## src/rtl/crc_pkg.sv

```systemverilog
// Shared types and sizing helpers for the CRC frame serializer.
// Frame length depends on the optional CRC_SER_PARITY_EN macro.
package crc_pkg;

    localparam int DATAWIDTH_DEF = 10;
    localparam int CRCWIDTH_DEF  = 4;

    typedef enum logic {
        IDLE  = 1'b0,
        SHIFT = 1'b1
    } crc_state_e;

    function automatic int crc_flen(input int dw, input int cw);
`ifdef CRC_SER_PARITY_EN
        return dw + cw + 1;
`else
        return dw + cw;
`endif
    endfunction

endpackage

```

## src/rtl/crc_frame_serializer_if.sv

```systemverilog
// Word-input and serial-output handshake bundle of the CRC frame serializer.
// slave = serializer side, master = the surrounding producer/consumer side.
interface crc_frame_serializer_if
    import crc_pkg::*;
#(
    parameter int DATAWIDTH = DATAWIDTH_DEF,
    parameter int CRCWIDTH  = CRCWIDTH_DEF
);
    logic                 in_valid;
    logic                 in_ready;
    logic [DATAWIDTH-1:0] in_data;
    logic [CRCWIDTH-1:0]  in_crc;
    logic                 ser_valid;
    logic                 ser_ready;
    logic                 ser_bit;
    logic                 ser_sof;
    logic                 ser_eof;

    modport slave (
        input  in_valid, in_data, in_crc, ser_ready,
        output in_ready, ser_valid, ser_bit, ser_sof, ser_eof
    );

    modport master (
        output in_valid, in_data, in_crc, ser_ready,
        input  in_ready, ser_valid, ser_bit, ser_sof, ser_eof
    );
endinterface

```

## src/rtl/crc_hold_buffer.sv

```systemverilog
// One-entry holding register for the next {data, crc} word while a frame shifts.
// push and pop are never asserted together: push needs empty, pop needs full.
module crc_hold_buffer #(
    parameter int WIDTH = 14
) (
    input  logic             clk,
    input  logic             resetn,
    input  logic             push,
    input  logic [WIDTH-1:0] push_data,
    input  logic             pop,
    output logic             full,
    output logic [WIDTH-1:0] data
);
    logic             full_reg;
    logic [WIDTH-1:0] data_reg;

    always_ff @(posedge clk) begin
        if (!resetn) begin
            full_reg <= 1'b0;
        end else if (push) begin
            full_reg <= 1'b1;
        end else if (pop) begin
            full_reg <= 1'b0;
        end
    end

    always_ff @(posedge clk) begin
        if (push) begin
            data_reg <= push_data;
        end
    end

    assign full = full_reg;
    assign data = data_reg;
endmodule

```

## src/rtl/crc_frame_serializer.sv

```systemverilog
// Serializes {data, crc} words MSB first with sof/eof markers and back-pressure.
// Optional odd-parity trailer bit when CRC_SER_PARITY_EN is defined.
module crc_frame_serializer
    import crc_pkg::*;
#(
    parameter int DATAWIDTH = DATAWIDTH_DEF,
    parameter int CRCWIDTH  = CRCWIDTH_DEF
) (
    input  logic clk,
    input  logic resetn,
    crc_frame_serializer_if.slave bus
);
    localparam int FLEN = crc_flen(DATAWIDTH, CRCWIDTH);
    localparam int CW   = $clog2(FLEN);
    localparam int WW   = DATAWIDTH + CRCWIDTH;

    crc_state_e      state_reg, state_next;
    logic [FLEN-1:0] sr_reg, sr_next;
    logic [CW-1:0]   cnt_reg, cnt_next;

    logic            hb_full;
    logic [WW-1:0]   hb_data;
    logic            accept, xfer, last, hb_push, hb_pop;

    function automatic logic [FLEN-1:0] frame_of(input logic [WW-1:0] word);
`ifdef CRC_SER_PARITY_EN
        return {word, ~(^word)};
`else
        return word;
`endif
    endfunction

    assign bus.in_ready = resetn && !hb_full;
    assign accept  = bus.in_valid && bus.in_ready;
    assign xfer    = (state_reg == SHIFT) && bus.ser_ready;
    assign last    = (cnt_reg == CW'(FLEN - 1));
    // A word goes to HR only if SR can't take it on this very edge.
    assign hb_push = accept && (state_reg == SHIFT) && !(xfer && last);
    assign hb_pop  = xfer && last && hb_full;

    crc_hold_buffer #(.WIDTH(WW)) u_hold (
        .clk       (clk),
        .resetn    (resetn),
        .push      (hb_push),
        .push_data ({bus.in_data, bus.in_crc}),
        .pop       (hb_pop),
        .full      (hb_full),
        .data      (hb_data)
    );

    always_comb begin
        state_next = state_reg;
        sr_next    = sr_reg;
        cnt_next   = cnt_reg;
        case (state_reg)
            IDLE: begin
                if (accept) begin
                    sr_next    = frame_of({bus.in_data, bus.in_crc});
                    cnt_next   = '0;
                    state_next = SHIFT;
                end
            end
            SHIFT: begin
                if (xfer) begin
                    if (!last) begin
                        sr_next  = {sr_reg[FLEN-2:0], 1'b0};
                        cnt_next = cnt_reg + CW'(1);
                    end else if (hb_full) begin
                        sr_next  = frame_of(hb_data);
                        cnt_next = '0;
                    end else if (accept) begin
                        sr_next  = frame_of({bus.in_data, bus.in_crc});
                        cnt_next = '0;
                    end else begin
                        sr_next    = '0;
                        cnt_next   = '0;
                        state_next = IDLE;
                    end
                end
            end
            default: state_next = IDLE;
        endcase
    end

    always_ff @(posedge clk) begin
        if (!resetn) begin
            state_reg <= IDLE;
            sr_reg    <= '0;
            cnt_reg   <= '0;
        end else begin
            state_reg <= state_next;
            sr_reg    <= sr_next;
            cnt_reg   <= cnt_next;
        end
    end

    assign bus.ser_valid = (state_reg == SHIFT);
    assign bus.ser_bit   = (state_reg == SHIFT) && sr_reg[FLEN-1];
    assign bus.ser_sof   = (state_reg == SHIFT) && (cnt_reg == '0);
    assign bus.ser_eof   = (state_reg == SHIFT) && last;
endmodule

```

## src/flat_wrapper.sv

```systemverilog
// flat-port wrapper written by rule: the top's interface ports become plain ports
module crc_frame_serializer_flat import crc_pkg::*;
#(
    parameter int DATAWIDTH = DATAWIDTH_DEF,
    parameter int CRCWIDTH  = CRCWIDTH_DEF
)
  (clk, resetn, bus_in_valid, bus_in_data, bus_in_crc, bus_ser_ready, bus_in_ready, bus_ser_valid, bus_ser_bit, bus_ser_sof, bus_ser_eof);
  crc_frame_serializer_if #(.DATAWIDTH(DATAWIDTH), .CRCWIDTH(CRCWIDTH)) bus_i ();
  input  logic clk;
  input  logic resetn;
  input wire logic [$bits(bus_i.in_valid)-1:0] bus_in_valid;
  input wire logic [$bits(bus_i.in_data)-1:0] bus_in_data;
  input wire logic [$bits(bus_i.in_crc)-1:0] bus_in_crc;
  input wire logic [$bits(bus_i.ser_ready)-1:0] bus_ser_ready;
  output wire logic [$bits(bus_i.in_ready)-1:0] bus_in_ready;
  output wire logic [$bits(bus_i.ser_valid)-1:0] bus_ser_valid;
  output wire logic [$bits(bus_i.ser_bit)-1:0] bus_ser_bit;
  output wire logic [$bits(bus_i.ser_sof)-1:0] bus_ser_sof;
  output wire logic [$bits(bus_i.ser_eof)-1:0] bus_ser_eof;
  assign bus_i.in_valid = bus_in_valid;
  assign bus_i.in_data = bus_in_data;
  assign bus_i.in_crc = bus_in_crc;
  assign bus_i.ser_ready = bus_ser_ready;
  assign bus_in_ready = bus_i.in_ready;
  assign bus_ser_valid = bus_i.ser_valid;
  assign bus_ser_bit = bus_i.ser_bit;
  assign bus_ser_sof = bus_i.ser_sof;
  assign bus_ser_eof = bus_i.ser_eof;
  crc_frame_serializer #(.DATAWIDTH(DATAWIDTH), .CRCWIDTH(CRCWIDTH)) u_core (.clk(clk), .resetn(resetn), .bus(bus_i));
endmodule
```

## config.mk

```make
export PLATFORM = sky130hd
export DESIGN_NAME = crc_frame_serializer_flat
export DESIGN_NICKNAME = d
export VERILOG_FILES = /design/src/rtl/crc_pkg.sv /design/src/rtl/crc_frame_serializer_if.sv /design/src/rtl/crc_hold_buffer.sv /design/src/rtl/crc_frame_serializer.sv /design/src/flat_wrapper.sv
export SDC_FILE = /design/constraint.sdc
export NUM_CORES = 1
export LEC_CHECK = 0
export CAP_MARGIN = 20
export CORE_ASPECT_RATIO = 0.8
export CORE_MARGIN = 1
export CORE_UTILIZATION = 45
export DETAILED_ROUTE_END_ITERATION = 6
export PLACE_DENSITY_LB_ADDON = 0.2
export SYNTH_ARGS = -nofsm -noshare
export SYNTH_HDL_FRONTEND = slang
export SYNTH_SLANG_ARGS = --single-unit
export TNS_END_PERCENT = 50
```

## constraint.sdc

```tcl
create_clock -name clk -period 4.95 [get_ports clk]
set_input_delay 0.495 -clock clk [delete_from_list [all_inputs] [get_ports clk]]
set_output_delay 0.495 -clock clk [all_outputs]
set_load 0.01 [all_outputs]
```

==> results.tsv <==
stage	metric	value	unit
logic_synthesis	synth_xor_area_frac	0	
logic_synthesis	yosys.area_share.simple	0.169	
route	wirelength	4.60	mm
critical_path	worstReg2RegStart	u_core.cnt_reg[0]	
critical_path	cp_slowest_stage_delay	0.92	ns
placed_design	place_hpwl	2.84	mm
logic_synthesis	synth_warnings	0	
clock_tree	post-cts-setup-buffer-count	0	
hold_path	min_path_type	flip-flop to flip-flop	
timing	fin_hold_ws	0.539	ns
floorplan	initial_core_util	0.488	
hold_path	hold_end	u_core.sr_reg[10]	
clock_tree	cts_made_buffers	5	
run	cap_viol_max_count	0	
finish	n_antenna_cell	0	
power_and_ir_drop	total_power	638	uW
placed_design	pre_cts_ws	1.90	ns
timing	fin_crit_sh	0.608	
grt	grt_usage	0.219	
placed_design	port_buffers	22	
hold_path	whs_path_depth	1	
logic_synthesis	synth_top_family_by_area	compound AO/OA/AOI/OAI gates	
clock_tree	h-tree-depth	2	
critical_path	ff2ff_setup_slack	2.44	ns
logic_synthesis	synth_nets	201	
critical_path	crit_family	buffers and inverters	
logic_synthesis	synth_seq_area_share	0.425	
finish	layout_commonest_cell	clkdlybuf4s50_1	
finish	synthToLayoutAreaGrowth	12.3	%
grt	grt_pass1_wl	7.34	mm
critical_path	r2r-end	u_core.sr_reg[13]	
route	wl_met3	174	um
route	drt-met1-wl	2.29	mm
placed_design	dp.cells	235	
timing	max_freq	0.333	GHz
finish	stdcell_count	243	
grt	antenna_found_initial	0	
grt	first_global_vias	1504	
logic_synthesis	synthesis.instances	180	
logic_synthesis	synth_area_per_cell	10.7	sq um
route	avgRoutedWirePerCell	18.9	um
critical_path	crit_path_end_kind	output port	
timing	finalCriticalPeriod	3.01	ns
finish	mostFrequentLayoutCells	22 x clkdlybuf4s50_1, 20 x dfxtp_1, 16 x nand2_1, 15 x o21a_1	
hold_path	hold_start	u_core.sr_reg[10]	
power_and_ir_drop	ir_drop	160	uV
logic_synthesis	synth_cell_types	37	
critical_path	reg2regPathDepth	4	
power_and_ir_drop	p_leak	0.668	nW
timing	tns	0	ns
clock_tree	cts.clk_slew.worst_paths	0.07	ns
clock_tree	clkLatencyLatePin	0.28	ns
placed_design	gp_congestion	0.904	
route	drcViolationCount	0	
clock_tree	clock-sinks	34	
critical_path	cp.required	4.45	ns
floorplan	die-area	4560	sq um
run_status	status	completed	
finish	drive_gt1_frac	0.106	
logic_synthesis	syn-cell-area	1930	sq um
critical_path	cp_common_cell	clkdlybuf4s50_1	
timing	finalSetupViolCount	0	
timing	slew_viol_final	0	
logic_synthesis	yosys-mux-area-fraction	0	
route	route.met2.wl	2.10	mm
logic_synthesis	ys_ff_latch	34	
clock_tree	cts_root_buf	clkbuf_8	
timing	tightestPinTransition	1.02	ns
floorplan	ios	23	
timing	fin_worst_skew	0.00197	ns
critical_path	crit_slowest_cell	clkdlybuf4s50_1	
critical_path	path_buf_inv	3	
critical_path	startpoint_type	input port	
floorplan	rows	20	
clock_tree	cts_resized	0	
grt	overflow	0	
power_and_ir_drop	powerDensity	294	nW/um^2
grt	grt_max_degree	34	
timing	finalWorstSetupSlack	1.94	ns
timing	final-hold-violation-count	0	
critical_path	cp.arrival	2.51	ns
floorplan	core	3950	sq um
route	detail_route.vias_per_cell	6.25	
route	drtIter0Drc	78	
floorplan	die_y	60.6	um
route	dr_total_vias	1518	
clock_tree	hold_buffers	0	
timing	slew_headroom	0.318	
logic_synthesis	synthAdderAreaFrac	0.0194	
critical_path	critPathMaxFanout	20	
clock_tree	cts_tree	yes	
route	ant_nets	0	
timing	rsz0062_at_grt	no	
clock_tree	cts.path.max_buffers	2	
route	top_layer	met4	
critical_path	critical_path_class	input port to output port	
critical_path	crit_chain	clkdlybuf4s50_1 > buf_4 > nor2b_1 > clkdlybuf4s50_1	
floorplan	die_x	75.2	um
finish	nNetsFinal	208	
logic_synthesis	synth_compound_area_frac	0.301	
route	dr.pass1.iters	4	
## per-stage QoR
stage	cell area (sq um)	utilization
floorplan	1930	-
global placement	2080	0.525
detailed placement	2080	0.525
CTS	2170	0.548
global route	2170	0.548
finish	2170	0.548
## layout make-up
cell class | instances | area, sq um
clock buffer | 7 | 86.3
clock inverter | 1 | 5.00
fill | 357 | 1790
inverter | 4 | 15.0
multi-input combinational | 119 | 945
sequential | 34 | 821
tap | 55 | 68.8
timing repair buffer | 23 | 228
## worst register-to-register path, delay by kind of cell, from the launching register on
family | cells | cell delay [ns]
AO/OA/AOI/OAI | 2 | 0.53
adder cells (fa/ha/maj) | 1 | 0.61
flip-flops | 1 | 0.42
AND/OR/NAND/NOR | 1 | 0.85
## cell usage after synthesis (all sizes together)
master / n / area (sq um)
or3: 2 / 12.5
o31a: 1 / 8.76
nand3: 2 / 10.0
a311oi: 13 / 170
nor2b: 1 / 6.26
o221a: 14 / 158
nor3b: 2 / 15.0
edfxtp: 14 / 420
a21oi: 2 / 10.0
nand4bb: 1 / 11.3
and2: 1 / 6.26
nor4bb: 1 / 10.0
nand4b: 14 / 123
and3: 4 / 25.0
nor2: 1 / 3.75
nand4: 2 / 12.5
nor3: 2 / 10.0
ha: 3 / 37.5
clkbuf: 4 / 15.0
inv: 4 / 15.0
a31oi: 14 / 87.6
and4: 1 / 8.76
nand2b: 1 / 6.26
o21ai: 3 / 18.8
a21boi: 2 / 15.0
o21a: 15 / 113
nand2: 17 / 66.3
dfxtp: 20 / 400
buf: 19 / 135
## report_power, final
group	switching, mW	internal [mW]	leakage, nW
clock	0.100	0.112	0.0482
combinational	0.0512	0.0497	0.328
sequential	0.0153	0.309	0.292
## per-layer routing
layer	vias up	global-route usage
met5	-	0
met4	0	0.0661
met3	6	0.0482
met2	42	0.351
met1	734	0.299
li1	736	-
## cells by family (layout without fill, tap and decap cells)
family,after synthesis,count (layout)
compound gates,64,64
buf+inv,27,35
simple gates,52,52
fa+ha+maj,3,3
flops,34,34
## how the worst max path moves through the flow
stage	start	endpoint	cells past startpoint
after floorplan	resetn	u_core.u_hold.data[0]	4
final	resetn	bus_in_ready	4
after CTS	resetn	bus_in_ready	4
after detailed placement	resetn	u_core.cnt_reg[3]	4
after global routing	resetn	bus_in_ready	4
after global placement	resetn	u_core.cnt_reg[3]	4
Note: power is estimated with default switching activity, not from simulation.
